==> src/rtl/t05_pkg.sv <==
// Shared types and constants for the translation-stage fetch sequencer.
package t05_pkg;

   typedef enum logic [2:0] {
      IDLE,
      RD_CHAR,
      RD_CODE,
      READY,
      DONE
   } trn_fetch_state_t;

   localparam logic [3:0] STAGE_TRANSLATE = 4'd5;
   localparam logic [7:0] EOF_CHAR_DEF = 8'h1A;
   localparam int CODE_WORDS = 4;

   // Little-endian byte lane select.
   function automatic logic [7:0] lane_byte(
      input logic [31:0] w,
      input logic [1:0]  sel
   );
      logic [7:0] b;
      unique case (sel)
         2'd0: b = w[7:0];
         2'd1: b = w[15:8];
         2'd2: b = w[23:16];
         default: b = w[31:24];
      endcase
      return b;
   endfunction

endpackage

==> src/rtl/t05_trn_fetch_ctrl_if.sv <==
// Shared-SRAM read port: request/address out, one-cycle ack with data in.
interface t05_trn_fetch_ctrl_if;

   logic        mem_req;
   logic [31:0] mem_addr;
   logic        mem_ack;
   logic [31:0] mem_rdata;

   modport master (
      output mem_req, mem_addr,
      input  mem_ack, mem_rdata
   );

   modport slave (
      input  mem_req, mem_addr,
      output mem_ack, mem_rdata
   );

endinterface

==> src/rtl/t05_trn_fetch_ctrl_byte_cache.sv <==
// Single text-word cache: tag/data register, hit compare and lane extract.
module t05_byte_cache
   import t05_pkg::*;
(
   input  logic        clk,
   input  logic        nrst,
   input  logic        clr,
   input  logic        load,
   input  logic [31:0] load_addr,
   input  logic [31:0] load_data,
   input  logic [31:0] look_addr,
   output logic        hit,
   output logic [7:0]  look_byte,
   output logic [7:0]  load_byte
);

   logic [31:0] cache_word;
   logic [29:0] cache_tag;
   logic        cache_vld;

   always_ff @(posedge clk) begin
      if (!nrst) begin
         cache_word <= '0;
         cache_tag  <= '0;
         cache_vld  <= 1'b0;
      end else if (clr) begin
         cache_vld <= 1'b0;
      end else if (load) begin
         cache_word <= load_data;
         cache_tag  <= load_addr[31:2];
         cache_vld  <= 1'b1;
      end
   end

   assign hit       = cache_vld && (cache_tag == look_addr[31:2]);
   assign look_byte = lane_byte(cache_word, look_addr[1:0]);
   assign load_byte = lane_byte(load_data, load_addr[1:0]);

endmodule

==> src/rtl/t05_trn_fetch_ctrl.sv <==
// Encode-stage sequencer: fetches each source byte and its 128-bit code
// path from shared SRAM for the translation stage, then presents EOF.
module t05_trn_fetch_ctrl
   import t05_pkg::*;
#(
   parameter logic [31:0] CHAR_BASE = 32'h0000_0000,
   parameter logic [31:0] CODE_BASE = 32'h0000_1000,
   parameter logic [7:0]  EOF_CHAR  = EOF_CHAR_DEF
) (
   input  logic         clk,
   input  logic         nrst,
   input  logic [3:0]   en_state,
   input  logic [31:0]  tot_char,
   input  logic         next_char_req,
   output logic [7:0]   char_out,
   output logic [127:0] path_out,
   output logic         path_valid,
   output logic [3:0]   word_cnt,
   output logic         fetch_done,
   t05_trn_fetch_ctrl_if.master mem
);

   localparam logic [2:0] LAST_K = 3'(CODE_WORDS - 1);

   trn_fetch_state_t state, nxt;

   logic [31:0] char_idx, sel_idx, sel_addr, cur_addr;
   logic [2:0]  code_k;
   logic        exiting, req_q;
   logic [31:0] addr_q;
   logic        stage, ack, abort, rd_state;
   logic        sel_go, sel_eof, sel_hit, clr_out;
   logic        c_hit;
   logic [7:0]  c_look_byte, c_load_byte;

   function automatic logic [31:0] code_addr(input logic [7:0] c);
      return CODE_BASE + {20'b0, c, 4'b0};
   endfunction

   assign mem.mem_req  = req_q;
   assign mem.mem_addr = addr_q;

   always_comb begin
      stage    = (en_state == STAGE_TRANSLATE);
      ack      = mem.mem_ack;
      abort    = exiting || !stage;
      rd_state = (state == RD_CHAR) || (state == RD_CODE);
      sel_go   = stage &&
                 ((state == IDLE) || (state == READY && next_char_req));
      sel_idx  = (state == IDLE) ? '0 : char_idx + 32'd1;
      sel_addr = CHAR_BASE + sel_idx;
      cur_addr = CHAR_BASE + char_idx;
      sel_eof  = (sel_idx == tot_char);
      sel_hit  = c_hit && (state != IDLE);
      clr_out  = (rd_state && ack && abort) ||
                 (!rd_state && !stage);
   end

   t05_byte_cache u_cache (
      .clk       (clk),
      .nrst      (nrst),
      .clr       (state == IDLE && stage),
      .load      (state == RD_CHAR && ack && !abort),
      .load_addr (cur_addr),
      .load_data (mem.mem_rdata),
      .look_addr (sel_addr),
      .hit       (c_hit),
      .look_byte (c_look_byte),
      .load_byte (c_load_byte)
   );

   always_ff @(posedge clk) begin
      if (!nrst) state <= IDLE;
      else       state <= nxt;
   end

   always_comb begin
      nxt = state;
      case (state)
         IDLE, READY: begin
            if (!stage)
               nxt = IDLE;
            else if (sel_go)
               nxt = sel_eof ? DONE : (sel_hit ? RD_CODE : RD_CHAR);
         end
         RD_CHAR:
            if (ack) nxt = abort ? IDLE : RD_CODE;
         RD_CODE:
            if (ack)
               nxt = abort ? IDLE : ((code_k == LAST_K) ? READY : RD_CODE);
         DONE:
            if (!stage) nxt = IDLE;
         default: nxt = IDLE;
      endcase
   end

   always_ff @(posedge clk) begin
      if (!nrst || clr_out) begin
         char_idx   <= '0;
         code_k     <= '0;
         exiting    <= 1'b0;
         req_q      <= 1'b0;
         addr_q     <= '0;
         char_out   <= '0;
         path_out   <= '0;
         path_valid <= 1'b0;
         word_cnt   <= '0;
         fetch_done <= 1'b0;
      end else begin
         // A stage exit mid-read is remembered until the pending ack.
         exiting <= rd_state && abort && !ack;
         case (state)
            IDLE, READY, DONE: begin
               if (sel_go) begin
                  char_idx   <= sel_idx;
                  path_valid <= 1'b0;
                  fetch_done <= sel_eof;
                  if (sel_eof) begin
                     char_out <= EOF_CHAR;
                     path_out <= '0;
                     word_cnt <= '0;
                  end else if (sel_hit) begin
                     char_out <= c_look_byte;
                     path_out <= '0;
                     word_cnt <= '0;
                     code_k   <= '0;
                     req_q    <= 1'b1;
                     addr_q   <= code_addr(c_look_byte);
                  end else begin
                     req_q  <= 1'b1;
                     addr_q <= {sel_addr[31:2], 2'b00};
                  end
               end
            end
            RD_CHAR: begin
               if (ack) begin
                  char_out <= c_load_byte;
                  path_out <= '0;
                  word_cnt <= '0;
                  code_k   <= '0;
                  addr_q   <= code_addr(c_load_byte);
               end
            end
            RD_CODE: begin
               if (ack) begin
                  unique case (code_k[1:0])
                     2'd0: path_out[127:96] <= mem.mem_rdata;
                     2'd1: path_out[95:64]  <= mem.mem_rdata;
                     2'd2: path_out[63:32]  <= mem.mem_rdata;
                     default: path_out[31:0] <= mem.mem_rdata;
                  endcase
                  word_cnt <= word_cnt + 4'd1;
                  if (code_k == LAST_K) begin
                     req_q      <= 1'b0;
                     path_valid <= 1'b1;
                  end else begin
                     code_k <= code_k + 3'd1;
                     addr_q <= addr_q + 32'd4;
                  end
               end
            end
            default: ;
         endcase
      end
   end

endmodule

==> src/flat_wrapper.sv <==
// flat-port wrapper written by rule: the top's interface ports become plain ports
module t05_trn_fetch_ctrl_flat import t05_pkg::*;
#(
   parameter logic [31:0] CHAR_BASE = 32'h0000_0000,
   parameter logic [31:0] CODE_BASE = 32'h0000_1000,
   parameter logic [7:0]  EOF_CHAR  = EOF_CHAR_DEF
)
  (clk, nrst, en_state, tot_char, next_char_req, char_out, path_out, path_valid, word_cnt, fetch_done, mem_mem_req, mem_mem_addr, mem_mem_ack, mem_mem_rdata);
  t05_trn_fetch_ctrl_if mem_i ();
  input  logic clk;
  input  logic nrst;
  input  logic [3:0] en_state;
  input  logic [31:0] tot_char;
  input  logic next_char_req;
  output logic [7:0] char_out;
  output logic [127:0] path_out;
  output logic path_valid;
  output logic [3:0] word_cnt;
  output logic fetch_done;
  output wire logic [$bits(mem_i.mem_req)-1:0] mem_mem_req;
  output wire logic [$bits(mem_i.mem_addr)-1:0] mem_mem_addr;
  input wire logic [$bits(mem_i.mem_ack)-1:0] mem_mem_ack;
  input wire logic [$bits(mem_i.mem_rdata)-1:0] mem_mem_rdata;
  assign mem_mem_req = mem_i.mem_req;
  assign mem_mem_addr = mem_i.mem_addr;
  assign mem_i.mem_ack = mem_mem_ack;
  assign mem_i.mem_rdata = mem_mem_rdata;
  t05_trn_fetch_ctrl #(.CHAR_BASE(CHAR_BASE), .CODE_BASE(CODE_BASE), .EOF_CHAR(EOF_CHAR)) u_core (.clk(clk), .nrst(nrst), .en_state(en_state), .tot_char(tot_char), .next_char_req(next_char_req), .char_out(char_out), .path_out(path_out), .path_valid(path_valid), .word_cnt(word_cnt), .fetch_done(fetch_done), .mem(mem_i));
endmodule
==> config.mk <==
export PLATFORM = sky130hd
export DESIGN_NAME = t05_trn_fetch_ctrl_flat
export DESIGN_NICKNAME = d
export VERILOG_FILES = /design/src/rtl/t05_pkg.sv /design/src/rtl/t05_trn_fetch_ctrl_if.sv /design/src/rtl/t05_trn_fetch_ctrl_byte_cache.sv /design/src/rtl/t05_trn_fetch_ctrl.sv /design/src/flat_wrapper.sv
export SDC_FILE = /design/constraint.sdc
export NUM_CORES = 1
export LEC_CHECK = 0
export ABC_AREA = 1
export BUFFER_PORTS_ARGS = -buffer_cell sky130_fd_sc_hd__buf_2
export CAP_MARGIN = 20
export CORE_MARGIN = 5
export CORE_UTILIZATION = 50
export CTS_CLUSTER_SIZE = 30
export DETAILED_ROUTE_END_ITERATION = 12
export PLACE_DENSITY = 0.72
export SLEW_MARGIN = 15
export SYNTH_ARGS = -nofsm -noshare
export SYNTH_HDL_FRONTEND = slang
export SYNTH_SLANG_ARGS = --single-unit
==> constraint.sdc <==
create_clock -name clk -period 4.6 [get_ports clk]
set_input_delay 0.23 -clock clk [delete_from_list [all_inputs] [get_ports clk]]
set_output_delay 0.23 -clock clk [all_outputs]
set_load 0.01 [all_outputs]
==> qor.yml, run 1 <==
floorplanning:
  initial_core_util_pct: 50.3
  num_rows: 65
  die_height_um: 187
  io_pins: 247
  design.die.area_um2: 35100
  die_x_um: 187
  fp.coreArea_um2: 31300
synth:
  netlist_top_cells_count: "nand2_1, inv_1, nor2_1, dfxtp_1, nand4_1"
  ys_types: 47
  yosys_warnings: 0
  yosysTopAreaCellShare_pct: 35.0
  synth_top_flop_cell: "dfxtp_1"
  muxShareOfSynthArea_pct: 0
  ys_seq_area_share_pct: 35.0
  synth_adder_area_share_pct: 0.874
  synth_most_common_cell: "nand2_1"
  synth_top_family_by_area: "simple AND/OR/NAND/NOR gates"
  yosysTopAreaCell: "dfxtp_1"
  syn-cell-area_um2: 15700
  syn-instance-count: 2562
  synth_edf_count: 0
  yosys.area_share.simple_pct: 36.9
  synth_area_leaders: "dfxtp_1, nand2_1, inv_1"
  synth_area_per_cell_um2: 6.14
  synth_compound_area_share_pct: 12.0
  synth_xor_area_share_pct: 0.445
  synth-async-reset-ratio_pct: 0
  ys_ff_latch: 275
flow_run:
  drv_cap: 0
clocking:
  clock_path_buffers: 3
  cts_sinks: 275
  htree_num_levels: 1
  cts.repair.resized: 0
  root_buffer: "clkbuf_16"
  clk_latency_ns: 0.58
  cts_tree: "built"
  cts_setup_buffers: 0
  cts_made_buffers: 31
  clkSlewWorstSetupHoldPaths_ns: 0.06
  ctsHoldBuffers: 25
place:
  dpl_cell_area_um2: 17100
  gp_congestion: 0.982
  portBuffers: 244
  dp_hpwl_mm: 39.1
  dp_slack_ns: 0.668
power_and_ir_drop:
  power_frac_clock_pct: 51.2
  p_leak_nw: 8.33
  sw_frac_of_total_pct: 22.8
  share_seq_of_total_power_pct: 44.5
  p_comb_share_pct: 4.4
  p_switching_mw: 1.22
  power_density_nw_per_um2: 291
  p_int_mw: 4.15
  ir_drop_mv: 0.294
grt:
  grt_overflow_total: 0
  antenna_found_initial: 1
  grt_pass1_wl_mm: 84.8
  grt_max_degree: 143
  grt_use_total_pct: 29.2
  grt_pass1_vias: 16000
worst_setup_path:
  r2r_slack_ns: 0.63
  cp_max_fo: 32
  crit_path_start_kind: "register"
  crit_type: "reg -> reg"
  end_kind: "register"
  cp_data_arrival_time_ns: 4.47
  worst_ep_required_time_ns: 5.11
timing:
  hold_violations: 0
  worst_slack_ns: 0.634
  finalClockSkew_ns: 0.0169
  rsz0062_at_grt: "false"
  period_needed_ns: 3.97
  hold_slack_ns: 0.00819
  worst_pin_slew_ns: 0.764
  period_share_pct: 86.2
  slew_headroom_pct: 49.1
  max_clock_freq_mhz: 252
  maxSlewViolCount: 0
  finalSetupTns_ns: 0
  setup_viol: 0
detailed_routing:
  drt-initial-drc-count: 1473
  antenna_left: 0
  drc: 0
  maxUsedRoutingLayer: "met5"
  num_vias: 17200
  routed-wl-met3_mm: 4.27
  met2_length_mm: 24.7
  met1Wirelength_mm: 22.3
  routed_wl_mm: 53.9
  first_pass_iters: 5
  wl_per_cell_um: 16.9
  avgViaCountPerCell: 5.41
outcome:
  status: "finished clean"
final_layout:
  layout-drive-gt1-share_pct: 13.3
  stdcell_area_um2: 18500
  nets: 2836
  fillers: 3045
  synthToLayoutAreaGrowth_pct: 17.3
hold_path:
  hp-class: "in -> reg"
final cells by class:
cell class | count | area, µm² | area share (%)
inverters | 448 | 1680 | 9.12
repair buffers | 292 | 1690 | 9.18
clock buffers | 37 | 828 | 4.49
clock inverters | 20 | 310 | 1.68
well taps | 402 | 503 | 2.73
multi-input cells | 1705 | 7930 | 43.0
flip-flops and latches | 275 | 5510 | 29.8
diodes | 1 | 2.50 | 0.0136
metal layers:
metal | global-route usage (%) | up-vias
met1 | 37.5 | 7813
met5 | 0 | -
met3 | 4.50 | 141
li1 | - | 8474
met2 | 49.3 | 767
met4 | 11.8 | 2
cell families (layout without fill, tap and decap cells):
logic type | count (synthesis) | count (layout)
and+or+nand+nor | 1332 | 1332
AOI/OAI and AO/OA | 352 | 352
adders and majority gates | 11 | 11
xor gates and xnor gates | 8 | 8
buffers and inverters | 583 | 797
DFF | 275 | 275
other | 1 | 3
power groups by stage:
| stage | Clock (mW) | Combinational [mW] | Sequential, mW |
|---|---|---|---|
| 2_1_floorplan | 0 | 0.129 | 2.44 |
| 3_3_place_gp | 0 | 0.209 | 2.44 |
| 3_5_place_dp | 0 | 0.212 | 2.44 |
| 4_1_cts | 2.78 | 0.231 | 2.39 |
| 5_1_grt | 2.87 | 0.257 | 2.39 |
| 6_report | 2.75 | 0.235 | 2.39 |
metrics by stage:
stage / utilization (%) / instances / power, mW
after floorplan: - / 2563 / 2.57
after global placement: 54.5 / 3097 / 2.65
after detailed placement: 54.5 / 3097 / 2.65
after CTS: 58.9 / 3179 / 5.40
after global routing: 58.9 / 3179 / 5.51
final: 58.9 / 3180 / 5.37
state kept, by name, summed over array words and instances, names as in the netlist:
signal and count:
u_core.code_k 3, u_core.exiting 1, u_core.mem.mem_addr 30, u_core.fetch_done 1
u_core.u_cache.cache_word 32, u_core.path_valid 1, u_core.char_idx 32, u_core.word_cnt 4
u_core.char_out 8, u_core.u_cache.cache_tag 30, u_core.mem.mem_req 1, u_core.u_cache.cache_vld 1
u_core.path_out 128, u_core.state 3
path summary, 6_finish.rpt:
check                                        from                                         end  cells past startpoint
hold / removal                  mem_mem_rdata[15]  u_core.u_cache.cache_word[15]$_SDFFE_PN0P_                      3
setup / recovery  u_core.char_idx[0]$_SDFFE_PP0P_            u_core.path_out[53]$_SDFFE_PP0P_                     17
hold reg to reg     u_core.code_k[2]$_SDFFE_PP0P_               u_core.code_k[2]$_SDFFE_PP0P_                      2
setup reg to reg  u_core.char_idx[0]$_SDFFE_PP0P_            u_core.path_out[53]$_SDFFE_PP0P_                     17
worst max-delay path: stages, from the launching register on:
cell	delay, ns
dfxtp_1	0.43
ha_1	0.42
inv_1	0.27
nand2_1	0.13
nand2_1	0.09
nor2_1	0.35
nand2_1	0.10
nand2_1	0.07
nand3_1	0.06
nor2_1	0.15
nand3_1	0.14
nor3_2	0.36
nand3_2	0.27
nand3_4	0.27
nand2_1	0.12
inv_2	0.44
nor2_1	0.09
nor2_1	0.13
placed cells by master (no fill, tap or decap), types with 4 or more instances in the layout:
cell | synthesis | final
nor2_2 | 5 | 5
o21a_1 | 8 | 8
nor2_4 | 5 | 6
dlygate4sd3_1 | 0 | 25
o221ai_1 | 4 | 4
nor4_1 | 8 | 8
a221oi_1 | 4 | 4
a21oi_1 | 138 | 138
or2_2 | 7 | 7
dfxtp_1 | 275 | 275
ha_1 | 11 | 11
nand3_2 | 9 | 8
inv_1 | 441 | 441
a31oi_1 | 5 | 5
a211oi_1 | 5 | 5
xor2_1 | 5 | 5
nand2_1 | 608 | 607
nand3_1 | 81 | 81
inv_2 | 7 | 6
clkinvlp_4 | 0 | 5
o21ai_0 | 165 | 165
bufinv_16 | 0 | 7
nand2_2 | 5 | 6
o211ai_1 | 9 | 9
clkbuf_16 | 0 | 31
buf_4 | 8 | 19
buf_12 | 0 | 4
clkinv_2 | 0 | 5
nor2_1 | 387 | 386
nand3b_1 | 8 | 8
nand4_1 | 171 | 171
nor3_1 | 30 | 29
buf_2 | 29 | 244
No activity file was read; power rests on OpenSTA's default activity.
==> inputs of run 2 (changes only) <==
SLEW_MARGIN = 20   (was 15)
clock period = 5.1 ns   (was 4.6 ns; I/O delays follow)
==> run 2 against run 1 <==
  * Clock power fell by 15%
  * Sequential share of layout area up 0.24 points
  * Cell area decreased by 0.79%
  * Total power decreased by 12%
  * Clock skew fell by 0.0082 ns
  * Count of clock-buffer cells in the layout is 7 higher
  * First-iteration DRC count is 8.3% higher
  * Fmax down 11%
  * Worst hold slack better by 0.013 ns
  * Sequential power down 10%
  * Largest power group unchanged
==> qor.yml, run 2 (same netlist as run 1, synthesis figures left out) <==
worst_setup_path:
  r2r_slack_ns: 0.62
  crit_path_start_kind: "register"
  end_kind: "register"
  crit_type: "reg -> reg"
  worst_ep_required_time_ns: 5.60
  cp_data_arrival_time_ns: 4.98
  r2r.worst_path.cells: 19
  cp_max_fo: 47
  r2r-end: "u_core.path_out[104]$_SDFFE_PP0P_"
  r2r-start: "u_core.char_idx[1]$_SDFFE_PP0P_"
  cp-startpoint: "u_core.char_idx[1]$_SDFFE_PP0P_"
detailed_routing:
  routed_wl_mm: 53.8
  avgViaCountPerCell: 5.37
  num_vias: 17000
  antenna_left: 0
  drt-initial-drc-count: 1595
  wl_per_cell_um: 16.9
  drc: 0
  first_pass_iters: 6
final_layout:
  layout-drive-gt1-share_pct: 13.4
  fillers: 3101
  final_common_cell: "nand2_1"
  utilization_pct: 58.5
  multi_input_comb_area_um2: 7930
  synthToLayoutAreaGrowth_pct: 16.3
  reg_top3: "u_core.path_out: 128 flops, u_core.char_idx: 32 flops, u_core.u_cache.cache_word: 32 flops"
  nets: 2832
  register_area_um2: 5510
  top_register: "u_core.path_out"
  mostFrequentLayoutCells: "nand2_1, inv_1, nor2_1"
  final_cells: 3174
  largest_register_ffs: 128
  diodes: 0
timing:
  maxSlewViolCount: 0
  hold_violations: 0
  setup_viol: 0
  finalClockSkew_ns: 0.00867
  slew_headroom_pct: 31.2
  period_needed_ns: 4.48
  rsz0062_at_grt: "false"
  period_share_pct: 87.7
  worst_pin_slew_ns: 1.03
  max_clock_freq_mhz: 223
  worst_slack_ns: 0.625
  finalSetupTns_ns: 0
power_and_ir_drop:
  p_int_mw: 3.63
  p_leak_nw: 8.30
  sw_frac_of_total_pct: 22.9
  share_seq_of_total_power_pct: 45.8
  power_frac_clock_pct: 49.9
  p_comb_share_pct: 4.4
  p_switching_mw: 1.08
  ir_drop_mv: 0.270
  power_density_nw_per_um2: 257
hold_path:
  holdCritStartpoint: "mem_mem_rdata[8]"
  hp-class: "in -> reg"
  worstHoldEndpoint: "u_core.u_cache.cache_word[8]$_SDFFE_PN0P_"
  hold_depth: 3
clocking:
  clkSlewWorstSetupHoldPaths_ns: 0.06
  clock_path_buffers: 3
  clk_latency_ns: 0.58
  cts_tree: "built"
  cts_made_buffers: 31
  htree_num_levels: 1
  root_buffer: "clkbuf_16"
  cts_sinks: 275
  cts_setup_buffers: 0
floorplanning:
  io_pins: 247
  die_x_um: 187
  fp.coreArea_um2: 31300
  num_rows: 65
  initial_core_util_pct: 50.3
  die_height_um: 187
  design.die.area_um2: 35100
grt:
  grt_pass1_vias: 15900
  antenna_found_initial: 1
  grt_use_total_pct: 29.2
  grt_max_degree: 126
  grt_pass1_wl_mm: 84.7
  grt_overflow_total: 0
place:
  dp_cells: 3099
  portBuffers: 244
  dp_hpwl_mm: 39.3
  dp_slack_ns: 0.652
  gp_congestion: 0.949
flow_run:
  drv_cap: 0
outcome:
  status: "finished clean"
[run 2: cell types whose count changed in the layout (fill, tap and decap cells not counted)]
cell / before / now
diode_2: 1 / 0
buf_12: 4 / 1
bufinv_16: 7 / 3
clkinv_2: 5 / 7
clkinv_4: 2 / 0
clkinvlp_4: 5 / 1
buf_4: 19 / 24
clkbuf_8: 3 / 10
dlygate4sd3_1: 25 / 19
[run 2: worst max-delay path by stage]
stage | cells after the start | end
2_1_floorplan | 22 | u_core.path_out[11]$_SDFFE_PP0P_
3_3_place_gp | 19 | u_core.path_out[124]$_SDFFE_PP0P_
3_5_place_dp | 19 | u_core.path_out[104]$_SDFFE_PP0P_
4_1_cts | 19 | u_core.path_out[104]$_SDFFE_PP0P_
5_1_grt | 19 | u_core.path_out[108]$_SDFFE_PP0P_
6_report | 19 | u_core.path_out[104]$_SDFFE_PP0P_
[run 2: metal layers]
layer / track usage, % / vias to the layer above / routed length, µm
met5: 0 / - / 14
met4: 13.8 / 2 / 2850
met3: 4.83 / 153 / 4550
met2: 48.0 / 789 / 24300
met1: 37.6 / 7641 / 22100
li1: - / 8455 / -
[run 2: power by group through the flow]
stage                     combinational [mW]  clock, mW  sequential (mW)
final                                  0.206       2.35             2.15
after CTS                              0.203       2.37             2.15
after floorplan                        0.116          0             2.20
after global placement                 0.188          0             2.20
after global routing                   0.226       2.47             2.15
after detailed placement               0.189          0             2.20
[run 2: final cells by class]
type / instances / area share (%)
sequential: 275 / 30.1
tap: 402 / 2.75
multi-input combinational: 1705 / 43.3
timing repair buffer: 288 / 8.80
clock buffer: 44 / 5.05
inverter: 448 / 9.20
clock inverter: 12 / 0.834
[run 2: timing repair]
action	4_1_cts	5_1_grt
endpoints found under the setup margin	0	0
resized for setup	0	0
hold buffers	19	0
hold endpoints to repair	19	0
[run 2: worst max-delay path, cell delays in order, from the launching register on]
cell and delay (ns):
dfxtp_1 0.42, ha_1 0.41, inv_1 0.26, nand2_1 0.14, nand2_1 0.09, nor2_1 0.37
nand2_1 0.09, nand2_1 0.07, nand3_1 0.06, nor2_1 0.14, nand3_1 0.13, nor3_2 0.37
nand3_2 0.26, nand3_4 0.37, buf_4 0.50, nand3_1 0.13, buf_4 0.30, nand2_1 0.10
inv_1 0.04, nor2_1 0.11
[run 2: per-stage QoR]
step / area, µm² / hold slack (ns) / total power [mW]
after CTS: 18300 / 0.00130 / 4.73
after detailed placement: 17000 / 0.468 / 2.39
after global routing: 18300 / 0.0118 / 4.85
after global placement: 17000 / 0.455 / 2.39
final: 18300 / 0.0208 / 4.71
after floorplan: 15700 / 0.404 / 2.32
